File: src/rtl/mem_arbiter_pkg.sv
// Shared types for the two-master RAM arbiter: FSM states, read-return owner tags, default sizes.
package mem_arb_pkg;
    localparam int DEF_AW       = 6;
    localparam int DEF_DW       = 16;
    localparam int DEF_LOCK_MAX = 64;

    typedef enum logic {
        ARB    = 1'b0,
        LOCKED = 1'b1
    } state_t;

    typedef enum logic [1:0] {
        NONE = 2'd0,
        PROC = 2'd1,
        HOST = 2'd2
    } owner_t;

    // At most one of the inputs is high because only one access is accepted per cycle.
    function automatic owner_t read_owner(input logic p_rd, input logic h_rd);
        if (p_rd) return PROC;
        if (h_rd) return HOST;
        return NONE;
    endfunction
endpackage

File: src/rtl/mem_arbiter_if.sv
// One master port of the RAM arbiter: request/write qualifiers in, grant and read return out.
interface mem_arbiter_if import mem_arb_pkg::*; #(
    parameter int AW = DEF_AW,
    parameter int DW = DEF_DW
) ();
    logic          req;
    logic          we;
    logic          lock;
    logic [AW-1:0] addr;
    logic [DW-1:0] din;
    logic          gnt;
    logic          rvalid;
    logic [DW-1:0] q;

    modport master (output req, we, lock, addr, din, input gnt, rvalid, q);
    modport slave  (input req, we, lock, addr, din, output gnt, rvalid, q);
endinterface

File: src/rtl/mem_arbiter_arb_rr2.sv
// Two-input round-robin picker: last = index of the requester served most recently.
module arb_rr2 (
    input  logic [1:0] req,
    input  logic       last,
    output logic [1:0] gnt
);
    generate
        for (genvar gi = 0; gi < 2; gi++) begin : g_pick
            // Win when alone, or on a tie when the other side was served last.
            assign gnt[gi] = req[gi] & (~req[1-gi] | (last != 1'(gi)));
        end
    endgenerate
endmodule

File: src/rtl/mem_arbiter.sv
// Shares one 64x16 registered-address RAM between processor (p) and host (h) ports.
// Optional host lock for burst loads is built when MEM_ARB_LOCK_EN is defined.
module mem_arbiter import mem_arb_pkg::*; #(
    parameter int AW       = DEF_AW,
    parameter int DW       = DEF_DW,
    parameter int LOCK_MAX = DEF_LOCK_MAX
) (
    input  logic          clock,
    input  logic          resetN,
    mem_arbiter_if.slave  p,
    mem_arbiter_if.slave  h,
    output logic [AW-1:0] ram_addr,
    output logic [DW-1:0] ram_din,
    output logic          ram_w,
    input  logic [DW-1:0] ram_q,
    output logic          lock_err
);
    logic       locked;
    logic       last_reg;   // 1 = host was served last
    owner_t     owner_reg;
    logic [1:0] rr_gnt;
    logic       p_acc;
    logic       h_acc;

    arb_rr2 u_rr (
        .req  ({h.req, p.req}),
        .last (last_reg),
        .gnt  (rr_gnt)
    );

    always_comb begin
        p_acc = 1'b0;
        h_acc = 1'b0;
        if (resetN) begin
            if (locked) begin
                h_acc = h.req;
            end else begin
                p_acc = rr_gnt[0];
                h_acc = rr_gnt[1];
            end
        end
    end

    assign p.gnt = p_acc;
    assign h.gnt = h_acc;

    always_comb begin
        ram_addr = '0;
        ram_din  = '0;
        ram_w    = 1'b0;
        if (p_acc) begin
            ram_addr = p.addr;
            ram_din  = p.din;
            ram_w    = p.we;
        end else if (h_acc) begin
            ram_addr = h.addr;
            ram_din  = h.din;
            ram_w    = h.we;
        end
    end

    // Locking always starts with a host accept and only the host is served while locked,
    // so last_reg already points at the host whenever the lock ends.
    always_ff @(posedge clock or negedge resetN) begin
        if (!resetN) begin
            last_reg  <= 1'b1;
            owner_reg <= NONE;
        end else begin
            if (p_acc) begin
                last_reg <= 1'b0;
            end else if (h_acc) begin
                last_reg <= 1'b1;
            end
            owner_reg <= read_owner(p_acc & ~p.we, h_acc & ~h.we);
        end
    end

    assign p.rvalid = (owner_reg == PROC);
    assign h.rvalid = (owner_reg == HOST);
    assign p.q      = p.rvalid ? ram_q : '0;
    assign h.q      = h.rvalid ? ram_q : '0;

`ifdef MEM_ARB_LOCK_EN
    localparam int CW = (LOCK_MAX > 1) ? $clog2(LOCK_MAX) : 1;

    state_t        state_reg;
    logic [CW-1:0] lock_cnt_reg;
    logic          lock_err_reg;
    logic          unused_lock;

    // Timeout is checked before the host's own unlock so a simultaneous relock still releases.
    always_ff @(posedge clock or negedge resetN) begin
        if (!resetN) begin
            state_reg    <= ARB;
            lock_cnt_reg <= '0;
            lock_err_reg <= 1'b0;
        end else begin
            case (state_reg)
                ARB: begin
                    if (h_acc && h.lock) begin
                        state_reg    <= LOCKED;
                        lock_cnt_reg <= '0;
                    end
                end
                LOCKED: begin
                    if (lock_cnt_reg == CW'(LOCK_MAX - 1)) begin
                        state_reg    <= ARB;
                        lock_err_reg <= 1'b1;
                    end else if (h_acc && !h.lock) begin
                        state_reg <= ARB;
                    end else begin
                        lock_cnt_reg <= lock_cnt_reg + 1'b1;
                    end
                end
                default: state_reg <= ARB;
            endcase
        end
    end

    assign locked      = (state_reg == LOCKED);
    assign lock_err    = lock_err_reg;
    assign unused_lock = p.lock;
`else
    logic unused_lock;

    assign locked      = 1'b0;
    assign lock_err    = 1'b0;
    assign unused_lock = &{1'b0, p.lock, h.lock};
`endif
endmodule
File: src/flat_wrapper.sv
// flat-port wrapper written by rule: the top's interface ports become plain ports
module mem_arbiter_flat import mem_arb_pkg::*;
#(
    parameter int AW       = DEF_AW,
    parameter int DW       = DEF_DW,
    parameter int LOCK_MAX = DEF_LOCK_MAX
)
  (clock, resetN, ram_addr, ram_din, ram_w, ram_q, lock_err, p_req, p_we, p_lock, p_addr, p_din, p_gnt, p_rvalid, p_q, h_req, h_we, h_lock, h_addr, h_din, h_gnt, h_rvalid, h_q);
  mem_arbiter_if #(.AW(AW), .DW(DW)) p_i ();
  mem_arbiter_if #(.AW(AW), .DW(DW)) h_i ();
  input  logic clock;
  input  logic resetN;
  output logic [AW-1:0] ram_addr;
  output logic [DW-1:0] ram_din;
  output logic ram_w;
  input  logic [DW-1:0] ram_q;
  output logic lock_err;
  input wire logic [$bits(p_i.req)-1:0] p_req;
  input wire logic [$bits(p_i.we)-1:0] p_we;
  input wire logic [$bits(p_i.lock)-1:0] p_lock;
  input wire logic [$bits(p_i.addr)-1:0] p_addr;
  input wire logic [$bits(p_i.din)-1:0] p_din;
  output wire logic [$bits(p_i.gnt)-1:0] p_gnt;
  output wire logic [$bits(p_i.rvalid)-1:0] p_rvalid;
  output wire logic [$bits(p_i.q)-1:0] p_q;
  input wire logic [$bits(h_i.req)-1:0] h_req;
  input wire logic [$bits(h_i.we)-1:0] h_we;
  input wire logic [$bits(h_i.lock)-1:0] h_lock;
  input wire logic [$bits(h_i.addr)-1:0] h_addr;
  input wire logic [$bits(h_i.din)-1:0] h_din;
  output wire logic [$bits(h_i.gnt)-1:0] h_gnt;
  output wire logic [$bits(h_i.rvalid)-1:0] h_rvalid;
  output wire logic [$bits(h_i.q)-1:0] h_q;
  assign p_i.req = p_req;
  assign p_i.we = p_we;
  assign p_i.lock = p_lock;
  assign p_i.addr = p_addr;
  assign p_i.din = p_din;
  assign p_gnt = p_i.gnt;
  assign p_rvalid = p_i.rvalid;
  assign p_q = p_i.q;
  assign h_i.req = h_req;
  assign h_i.we = h_we;
  assign h_i.lock = h_lock;
  assign h_i.addr = h_addr;
  assign h_i.din = h_din;
  assign h_gnt = h_i.gnt;
  assign h_rvalid = h_i.rvalid;
  assign h_q = h_i.q;
  mem_arbiter #(.AW(AW), .DW(DW), .LOCK_MAX(LOCK_MAX)) u_core (.clock(clock), .resetN(resetN), .p(p_i), .h(h_i), .ram_addr(ram_addr), .ram_din(ram_din), .ram_w(ram_w), .ram_q(ram_q), .lock_err(lock_err));
endmodule
File: config.mk
export PLATFORM = sky130hd
export DESIGN_NAME = mem_arbiter_flat
export DESIGN_NICKNAME = d
export VERILOG_FILES = /design/src/rtl/mem_arbiter_pkg.sv /design/src/rtl/mem_arbiter_if.sv /design/src/rtl/mem_arbiter_arb_rr2.sv /design/src/rtl/mem_arbiter.sv /design/src/flat_wrapper.sv
export SDC_FILE = /design/constraint.sdc
export NUM_CORES = 1
export LEC_CHECK = 0
export CORE_MARGIN = 3
export CORE_UTILIZATION = 23
export CTS_CLUSTER_SIZE = 8
export DETAILED_ROUTE_END_ITERATION = 8
export GPL_TIMING_DRIVEN = 0
export PLACE_DENSITY = 0.8
export SLEW_MARGIN = 20
export SYNTH_ARGS = -nofsm -noshare
export SYNTH_HDL_FRONTEND = slang
export SYNTH_HIERARCHICAL = 1
export SYNTH_SLANG_ARGS = --single-unit
File: constraint.sdc
create_clock -name clock -period 2.1 [get_ports clock]
set_input_delay 0.42 -clock clock [delete_from_list [all_inputs] [get_ports clock]]
set_output_delay 0.42 -clock clock [all_outputs]
set_load 0.1 [all_outputs]
Yosys cells after proc, flatten, opt, wreduce, memory -nomap -nowiden
Cells that the tools add are included.
{"block": "op_classes", "add_sub_neg": 0, "multipliers": 0, "n_div": 0, "magnitude_cmp": 0, "n_eq_ne": 2, "shifts": 0, "n_mux": 19, "bitwise": 11, "n_reduce_logical": 1}
{"operator": "two-way mux 16 bit", "count": 4}
{"operator": "two-way mux 6 bit", "count": 2}
{"operator": "two-way mux 1 bit", "count": 9}
{"operator": "two-way mux 2 bit", "count": 4}
{"operator": "NOT 1 bit", "count": 5}
{"operator": "AND 1 bit", "count": 4}
{"operator": "== test 2 x 1 -> 1 bit (second input constant)", "count": 1}
{"operator": "== test 2 bit (second input constant)", "count": 1}
{"operator": "OR 1 bit", "count": 2}
{"operator": "nonzero test 2 bit", "count": 1}
{"block": "word_totals", "reg_bits": 3, "latch_bits": 0, "ramBits": 0, "romBits": 0, "inputBits": 68, "output_inout_bits": 60, "wordCells": 35, "n_memories": 0}

Longest topological paths before layout
Gate-level depths: netlist (run 1).
{"block": "depth", "ltp_word": 9, "mapped_depth": 6, "ltp_nobuf": 4}

By module
Netlist (run 1), hierarchy kept.
{"mod": "mem_arbiter", "n_inst": 1, "cells_each": 128, "area_per_inst_um2": 830.8, "seq_area_each_um2": 76.3}
{"mod": "arb_rr2", "n_inst": 1, "cells_each": 3, "area_per_inst_um2": 18.8, "seq_area_each_um2": 0.0}

Worst setup path after synthesis (run 1)
No wires, ideal clock.
{"block": "synth_timing", "path_type": "input-to-output", "start": "input port h_req", "end": "output port ram_addr[1]", "arrival_ps": 3016, "required_ps": 1680, "slack_ps": -1336, "stages": 3, "path_buffers": 0, "cell_sequence": "a21boi_0 > nand2_4 > o21ai_0"}
{"block": "synth_via", "elab_chain_cells": 5, "word_cells_on_any_way": 8, "cone_classes": "4 x mux; 4 x bitwise"}
{"item": "start, declared", "line": "flat_wrapper.sv:26", "text": "input wire logic [$bits(h_i.req)-1:0] h_req;"}
{"item": "NOT 1 bit", "line": "mem_arbiter_arb_rr2.sv:10", "text": "assign gnt[gi] = req[gi] & (~req[1-gi] | (last != 1'(gi)));"}
{"item": "OR 1 bit", "line": "mem_arbiter_arb_rr2.sv:10"}
{"item": "AND 1 bit", "line": "mem_arbiter_arb_rr2.sv:10"}
{"item": "two-way mux 1 bit", "line": "mem_arbiter.sv:34", "text": "if (resetN) begin"}
{"item": "two-way mux 6 bit *", "line": "mem_arbiter.sv:51", "text": "if (p_acc) begin"}
{"item": "end, declared", "line": "flat_wrapper.sv:13", "text": "output logic [AW-1:0] ram_addr;"}
Every way passes the cells marked *; elsewhere a longest branch is shown, timed or not.

Final worst setup path (run 1)
{"block": "layout_timing", "start": "input port p_req", "end": "output port ram_din[12]"}
{"block": "layout_via", "word_cells_on_any_way": 8, "cone_classes": "4 x mux; 4 x bitwise"}
{"item": "start, declared", "line": "flat_wrapper.sv:18", "text": "input wire logic [$bits(p_i.req)-1:0] p_req;"}
{"item": "AND 1 bit", "line": "mem_arbiter_arb_rr2.sv:10"}
{"item": "named net u_core.rr_gnt[0]", "line": "mem_arbiter.sv:21", "text": "logic [1:0] rr_gnt;"}
{"item": "two-way mux 1 bit", "line": "mem_arbiter.sv:34"}
{"item": "two-way mux 16 bit", "line": "mem_arbiter.sv:51"}
{"item": "end, declared", "line": "flat_wrapper.sv:14", "text": "output logic [DW-1:0] ram_din;"}
The timed path passes the listed nets, and every way through them passes these cells.

==> results of run 1 <==
## final cells by class
type / count / area [um^2] / share of cell area (%)
flip-flops and latches: 3 / 76.3 / 2.97
well taps: 46 / 57.6 / 2.24
clock buffers: 4 / 45.0 / 1.75
repair buffers: 130 / 1440 / 55.9
plain buffers: 13 / 128 / 4.96
inverters: 2 / 7.51 / 0.292
multi-input cells: 113 / 820 / 31.9
## synth_stat cells
cell / n
and2_1: 32
nand2b_1: 23
nand3_1: 23
o21ai_1: 19
buf_4: 6
o21ai_0: 4
buf_6: 3
buf_2: 2
dfrtp_1: 2
inv_1: 2
nor2b_1: 2
a21boi_0: 1
a21boi_1: 1
a21oi_1: 1
and2_4: 1
and2b_4: 1
clkbuf_1: 1
clkbuf_2: 1
conb_1: 1
dfstp_2: 1
nand2_4: 1
nor2_1: 1
nor2b_4: 1
nor3_2: 1
## worst max-delay path: stages
cell and delay, ns:
dlygate4sd2_1 0.27, a21boi_4 0.16, buf_8 0.15, buf_4 0.14, nand2b_1 0.16, o21ai_4 0.16
buf_12 0.19
## metrics by stage
step           setup slack, ns  setup TNS [ns]  utilization (%)
2_1_floorplan           -0.245           -4.83                -
3_3_place_gp             -1.25          -44.56             64.9
3_5_place_dp             -1.28          -45.44             64.9
4_1_cts                0.00126               0             71.6
5_1_grt                -0.0764          -0.729             74.7
6_report                0.0178               0             74.7
## power breakdown
group	switching (mW)	leakage, nW	internal, mW
clock	0.0361	0.0228	0.129
sequential	0.00433	0.0378	0.0666
combinational	0.586	1.05	0.365
total	0.627	1.11	0.560
## logic make-up (layout without fill, tap and decap cells)
kind of cell           count (synthesis)  in the layout  share of synthesized area [%]
buffers and inverters                 15            149                           12.4
DFF                                    3              3                           8.98
other                                  1              1                          0.441
and+or+nand+nor                       86             86                           62.3
AOI/OAI and AO/OA                     26             26                           15.9
## layer usage
| layer | GRT usage [%] | vias to the layer above | share of wire, % |
|---|---|---|---|
| met5 | 0 | - | 0 |
| met1 | 18.8 | 625 | 32 |
| li1 | - | 705 | - |
| met2 | 31.9 | 77 | 55 |
| met4 | 4.57 | 0 | 1.2 |
| met3 | 4.38 | 4 | 12 |
## path summary, 6_finish.rpt
check                                       startpoint                             to  depth (start not counted)
min                                             resetN  u_core/owner_reg[1]$_DFF_PN0_                          1
max in group asynchronous                       resetN    u_core/last_reg$_DFFE_PN1P_                          1
min in group clock         u_core/last_reg$_DFFE_PN1P_    u_core/last_reg$_DFFE_PN1P_                          3
max                                              p_req                    ram_din[12]                          7
max reg2reg                u_core/last_reg$_DFFE_PN1P_  u_core/owner_reg[0]$_DFF_PN0_                          5
min reg2reg                u_core/last_reg$_DFFE_PN1P_    u_core/last_reg$_DFFE_PN1P_                          3
## timing repair
action,4_1_cts,5_1_grt
pin swaps,1,3
setup endpoints to repair,59,41
buffers inserted,4,0
resized for setup,304,72
gates cloned,0,2
==> results.yml, run 1 <==
power:
  peakVddDrop_mv: 0.258
  p_total_mw: 1.19
  p_leak_nw: 1.11
  powerDensity_mw_per_mm2: 462
synthesis:
  synth_nets: 199
  synth_top_area_share_pct: 23.6
  yosysSeqAreaShare_pct: 8.98
  yosys.cell_types.count: 24
  syn_inst: 131
  synth_warnings: 6
  post-synth-top-area-cell: "and2_1"
  synth_seq_cells: 3
  syn_area_um2: 850
  avgSynthCellArea_um2: 6.49
  synth_area_leaders: "and2_1 (24%), nand2b_1 (17%), nand3_1 (14%), o21ai_1 (11%), dfrtp_1 (5.9%)"
cells_and_area:
  drive_gt1_share_pct: 44.2
  num-fill-cells: 258
  layout_common_cells: "clkdlybuf4s50_1 (62), and2_1 (32), nand2b_1 (23)"
  layout_commonest_cell: "clkdlybuf4s50_1"
  nets: 334
  diodes: 0
  final_area_mm2: 0.00257
  largest_reg_flops: 2
  areaGrowthSynthToFinish_pct: 203
  finalNonFillerCells: 311
worst_hold_path:
  hp-class: "in2async"
detailed_routing:
  dr.first_iter.drc_count: 9
  drcViolationCount: 0
  routed_wl_um: 4310
  ant_nets: 0
  vias: 1411
  first_pass_iters: 4
  viasPerCell: 4.54
  wl_per_cell_um: 13.8
clock_network:
  htreeDepth: 1
  cts.reportedPaths.clkPinSlew_ns: 0.03
  cts_root_buf: "clkbuf_8"
  numClockSinks: 3
  cts_tree: "built"
  clk_latency_ns: 0.21
  hold_buffers: 0
  ctsLongestPathBuffers: 2
  cts_inserted_buffers: 3
die:
  io-pin-count: 128
  core_mm2: 0.00344
  start_util_pct: 24.7
  rows: 21
  die_y_um: 66.8
  die_x_um: 66.8
  die_area_mm2: 0.00446
sta:
  drv_slew: 0
  worst-slew-pin-transition_ns: 0.559
  fin_skew_ns: 0.000209
  finalCritPeriodShare_pct: 99.2
  finalHoldViolations: 0
  setup_violations: 0
  max_freq_mhz: 480
  rsz0062_at_grt: "true"
  hold_ws_ns: 0.149
  period_needed_ns: 2.08
  relSlewSlack_pct: 62.9
grt:
  gr-total-overflow: 0
  grt_max_degree: 11
  antenna_found_initial: 0
  grt_pass1_wl_um: 5990
  grt_pass1_vias: 1243
  grt_util_all_layers_pct: 17.1
placed_design:
  placed_area_mm2: 0.00223
  place_inst: 301
  gp_congestion: 0.685
  dp_hpwl_um: 3280
  port_buffers: 124
setup_path:
  critPathKind: "in2out"
  required_ns: 1.68
  endpoint_kind: "output port"
  crit_arrival_ns: 1.66
  crit_path_start_kind: "input pin"
  worstPathMaxFanout: 9
  r2r_setup_slack_ns: 0.80
run_status:
  status: "finished, final reports clean"
flow_run:
  max-cap-violations: 0
Note: power is estimated with default switching activity, not from simulation.
==> run 2, diff against run 1 <==
--- a/config.mk
+++ b/config.mk
@@ -5,12 +5,13 @@
 export SDC_FILE = /design/constraint.sdc
 export NUM_CORES = 1
 export LEC_CHECK = 0
+export ABC_AREA = 1
 export CORE_MARGIN = 3
-export CORE_UTILIZATION = 23
+export CORE_UTILIZATION = 22
 export CTS_CLUSTER_SIZE = 8
 export DETAILED_ROUTE_END_ITERATION = 8
 export GPL_TIMING_DRIVEN = 0
-export PLACE_DENSITY = 0.8
+export PLACE_DENSITY = 0.81
 export SLEW_MARGIN = 20
 export SYNTH_ARGS = -nofsm -noshare
 export SYNTH_HDL_FRONTEND = slang
==> run 2 against run 1 <==
  * Synthesized cell count is 19% higher
  * Global-route usage increased by 2.3 points
  * First-iteration DRC count grew to 3.1 times the previous value
  * Critical path depth is 5 lower
  * Power shrank 10%
  * Register-to-register slack improved by 0.05 ns
  * Setup slack better by 0.028 ns
  * Utilization grew 0.54 points
  * Non-clock buffer count fell by 2
  * Fmax is 1.4% higher
  * Clock-buffer cell count unchanged
  * Largest power group unchanged
==> results.yml, run 2 <==
die:
  die_y_um: 65.4
  core_mm2: 0.00320
  die_area_mm2: 0.00428
  die_x_um: 65.4
  rows: 20
  io-pin-count: 128
  start_util_pct: 24.3
run_status:
  status: "finished, final reports clean"
synthesis:
  synth_seq_cells: 3
  synth_area_leaders: "nand2_1 (24%), nand4_1 (19%), nor2_1 (16%), inv_1 (12%), dfrtp_1 (6.4%)"
  synth_adder_area_share_pct: 0
  synth_nets: 224
  synth_compound_area_share_pct: 2.58
  synthMuxAreaShare_pct: 0
  async_reset_ff_share_pct: 100
  synth_most_common_cell: "nand2_1"
  synth-simple-area-share_pct: 62.3
  syn_inst: 156
  synth-main-ff-cell: "dfrtp_1"
  avgSynthCellArea_um2: 4.98
  synth_top_family_by_area: "simple AND/OR/NAND/NOR gates"
  yosys.area_share.xor_xnor_pct: 0
  synth_warnings: 6
  post-synth-top-area-cell: "nand2_1"
  ys_top_cells_by_count: "nand2_1 (49), nor2_1 (34), inv_1 (25)"
  synth-edff-count: 0
  yosys.cell_types.count: 18
  syn_area_um2: 777
  synth_top_area_share_pct: 23.7
  yosysSeqAreaShare_pct: 9.82
power:
  p_leak_nw: 1.19
  seq_power_share_pct: 6.6
  peakVddDrop_mv: 0.264
  swShare_pct: 58.6
  switchingPower_uw: 626
  power_frac_comb_pct: 83.9
  powerDensity_mw_per_mm2: 443
  internal_power_uw: 443
  pwr-share-clk_pct: 9.5
sta:
  setup_violations: 0
  drv_slew: 0
  relSlewSlack_pct: 36.5
  max_freq_mhz: 487
  worst-slew-pin-transition_ns: 0.957
  fin_skew_ns: 0.00403
  finalCritPeriodShare_pct: 97.8
  finalHoldViolations: 0
  period_needed_ns: 2.05
  setup_ws_ns: 0.0458
  finalSetupTns_ns: 0
clock_network:
  numClockSinks: 3
  cts_root_buf: "clkbuf_4"
  hold_buffers: 0
  cts_inserted_buffers: 3
  cts.reportedPaths.clkPinSlew_ns: 0.03
  clk_latency_ns: 0.24
  ctsLongestPathBuffers: 2
  cts_tree: "built"
  htreeDepth: 1
grt:
  gr-total-overflow: 0
  grt_pass1_vias: 1544
  grt_pass1_wl_um: 6560
  grt_util_all_layers_pct: 19.4
  antenna_found_initial: 0
  grt_max_degree: 11
placed_design:
  port_buffers: 124
  placed_area_mm2: 0.00226
  dp_hpwl_um: 3420
  dp_slack_ns: -1.15
  gp_congestion: 0.738
detailed_routing:
  routed_wl_um: 4230
  drcViolationCount: 0
  viasPerCell: 4.48
  dr.first_iter.drc_count: 28
  first_pass_iters: 6
  wl_per_cell_um: 12.7
  vias: 1486
  ant_nets: 0
flow_run:
  max-cap-violations: 0
cells_and_area:
  largest_reg_flops: 2
  layout_commonest_cell: "clkdlybuf4s50_1"
  drive_gt1_share_pct: 43.1
  final_area_mm2: 0.00241
  num-fill-cells: 276
  layout_common_cells: "clkdlybuf4s50_1 (62), nand2_1 (29), buf_2 (23), nand4_1 (23), inv_1 (23)"
  diodes: 0
  nets: 357
  areaGrowthSynthToFinish_pct: 210
setup_path:
  r2r_start: "u_core/last_reg$_DFFE_PN1P_"
  crit_path_start_kind: "flop"
  critPathKind: "reg2out"
  r2r_setup_slack_ns: 0.85
  endpoint_kind: "output port"
  worstSetupEndpoint: "p_rvalid"
  crit_arrival_ns: 1.63
  worstPathMaxFanout: 2
  required_ns: 1.68
  r2r_end: "u_core/owner_reg[1]$_DFF_PN0_"
  startpoint: "u_core/owner_reg[1]$_DFF_PN0_"
  reg2reg_depth: 6
worst_hold_path:
  hp-class: "in2async"
==> run 2: cell count changes after synthesis, moves of 6 or more <==
cell      delta
nand2b_1    -23
nand2_1     +49
nand3_1     -22
buf_2        +6
nor2_1      +33
nand4_1     +23
and2_1      -32
inv_1       +23
o21ai_1     -19
==> run 2: power by group through the flow <==
stage	clock network [mW]	logic [mW]	registers, mW
finish	0.102	0.896	0.0705
global route	0.118	0.934	0.0707
CTS	0.103	0.869	0.0698
detailed placement	0	0.816	0.0726
global placement	0	0.811	0.0715
floorplan	0	0.565	0.0710
==> run 2: logic make-up after synthesis <==
group,count (synthesis)
flip-flops,3
other,1
AND/OR/NAND/NOR,110
AO/OA/AOI/OAI,2
buffers and inverters,40
==> run 2: how the worst min path moves through the flow <==
| stage | from | endpoint | slack [ns] | cells after the start |
|---|---|---|---|---|
| global placement | u_core/last_reg$_DFFE_PN1P_ | u_core/last_reg$_DFFE_PN1P_ | 0.54 | 4 |
| CTS | resetN | u_core/owner_reg[1]$_DFF_PN0_ | 0.13 | 1 |
| floorplan | resetN | u_core/owner_reg[0]$_DFF_PN0_ | 0.12 | 0 |
| finish | resetN | u_core/owner_reg[1]$_DFF_PN0_ | 0.13 | 1 |
| global route | resetN | u_core/owner_reg[1]$_DFF_PN0_ | 0.12 | 1 |
| detailed placement | u_core/last_reg$_DFFE_PN1P_ | u_core/last_reg$_DFFE_PN1P_ | 0.55 | 4 |
==> run 2: worst max-delay path, stage by stage, from the launching register on <==
cell and delay, ns:
dfrtp_1 0.41, nor2_4 0.13, dlygate4sd2_1 0.87
==> run 2: cell type report <==
cell class | count | area (um^2) | area share (%)
timing repair buffer | 128 | 1330 | 55.2
multi-input combinational | 113 | 691 | 28.6
buffer | 13 | 120 | 4.98
inverter | 27 | 111 | 4.62
sequential | 3 | 76.3 | 3.17
tap | 44 | 55.1 | 2.28
clock buffer | 4 | 26.3 | 1.09
==> run 2: timing repair <==
item | CTS | global route
setup endpoints to repair | 59 | 39
gates resized for setup | 322 | 49
setup buffers | 1 | 1
gates cloned | 2 | 0
pin swaps | 1 | 7
==> run 2: stage by stage <==
| step | total power [mW] | instances | util [%] | hold WS [ns] |
|---|---|---|---|---|
| after CTS | 1.04 | 331 | 74.5 | 0.130 |
| after global placement | 0.882 | 324 | 70.5 | 0.540 |
| after floorplan | 0.636 | 156 | - | 0.124 |
| final | 1.07 | 332 | 75.3 | 0.130 |
| after global routing | 1.12 | 332 | 75.3 | 0.123 |
| after detailed placement | 0.889 | 324 | 70.5 | 0.553 |
==> run 2: per-layer routing <==
layer / part of all wire, % / up-vias / track usage (%) / wire (um)
met2: 50 / 83 / 33.8 / 2120
li1: - / 748 / - / -
met5: 0 / - / 0 / 0
met1: 35 / 647 / 19.6 / 1470
met4: 2.0 / 0 / 10.1 / 83
met3: 13 / 8 / 8.03 / 546
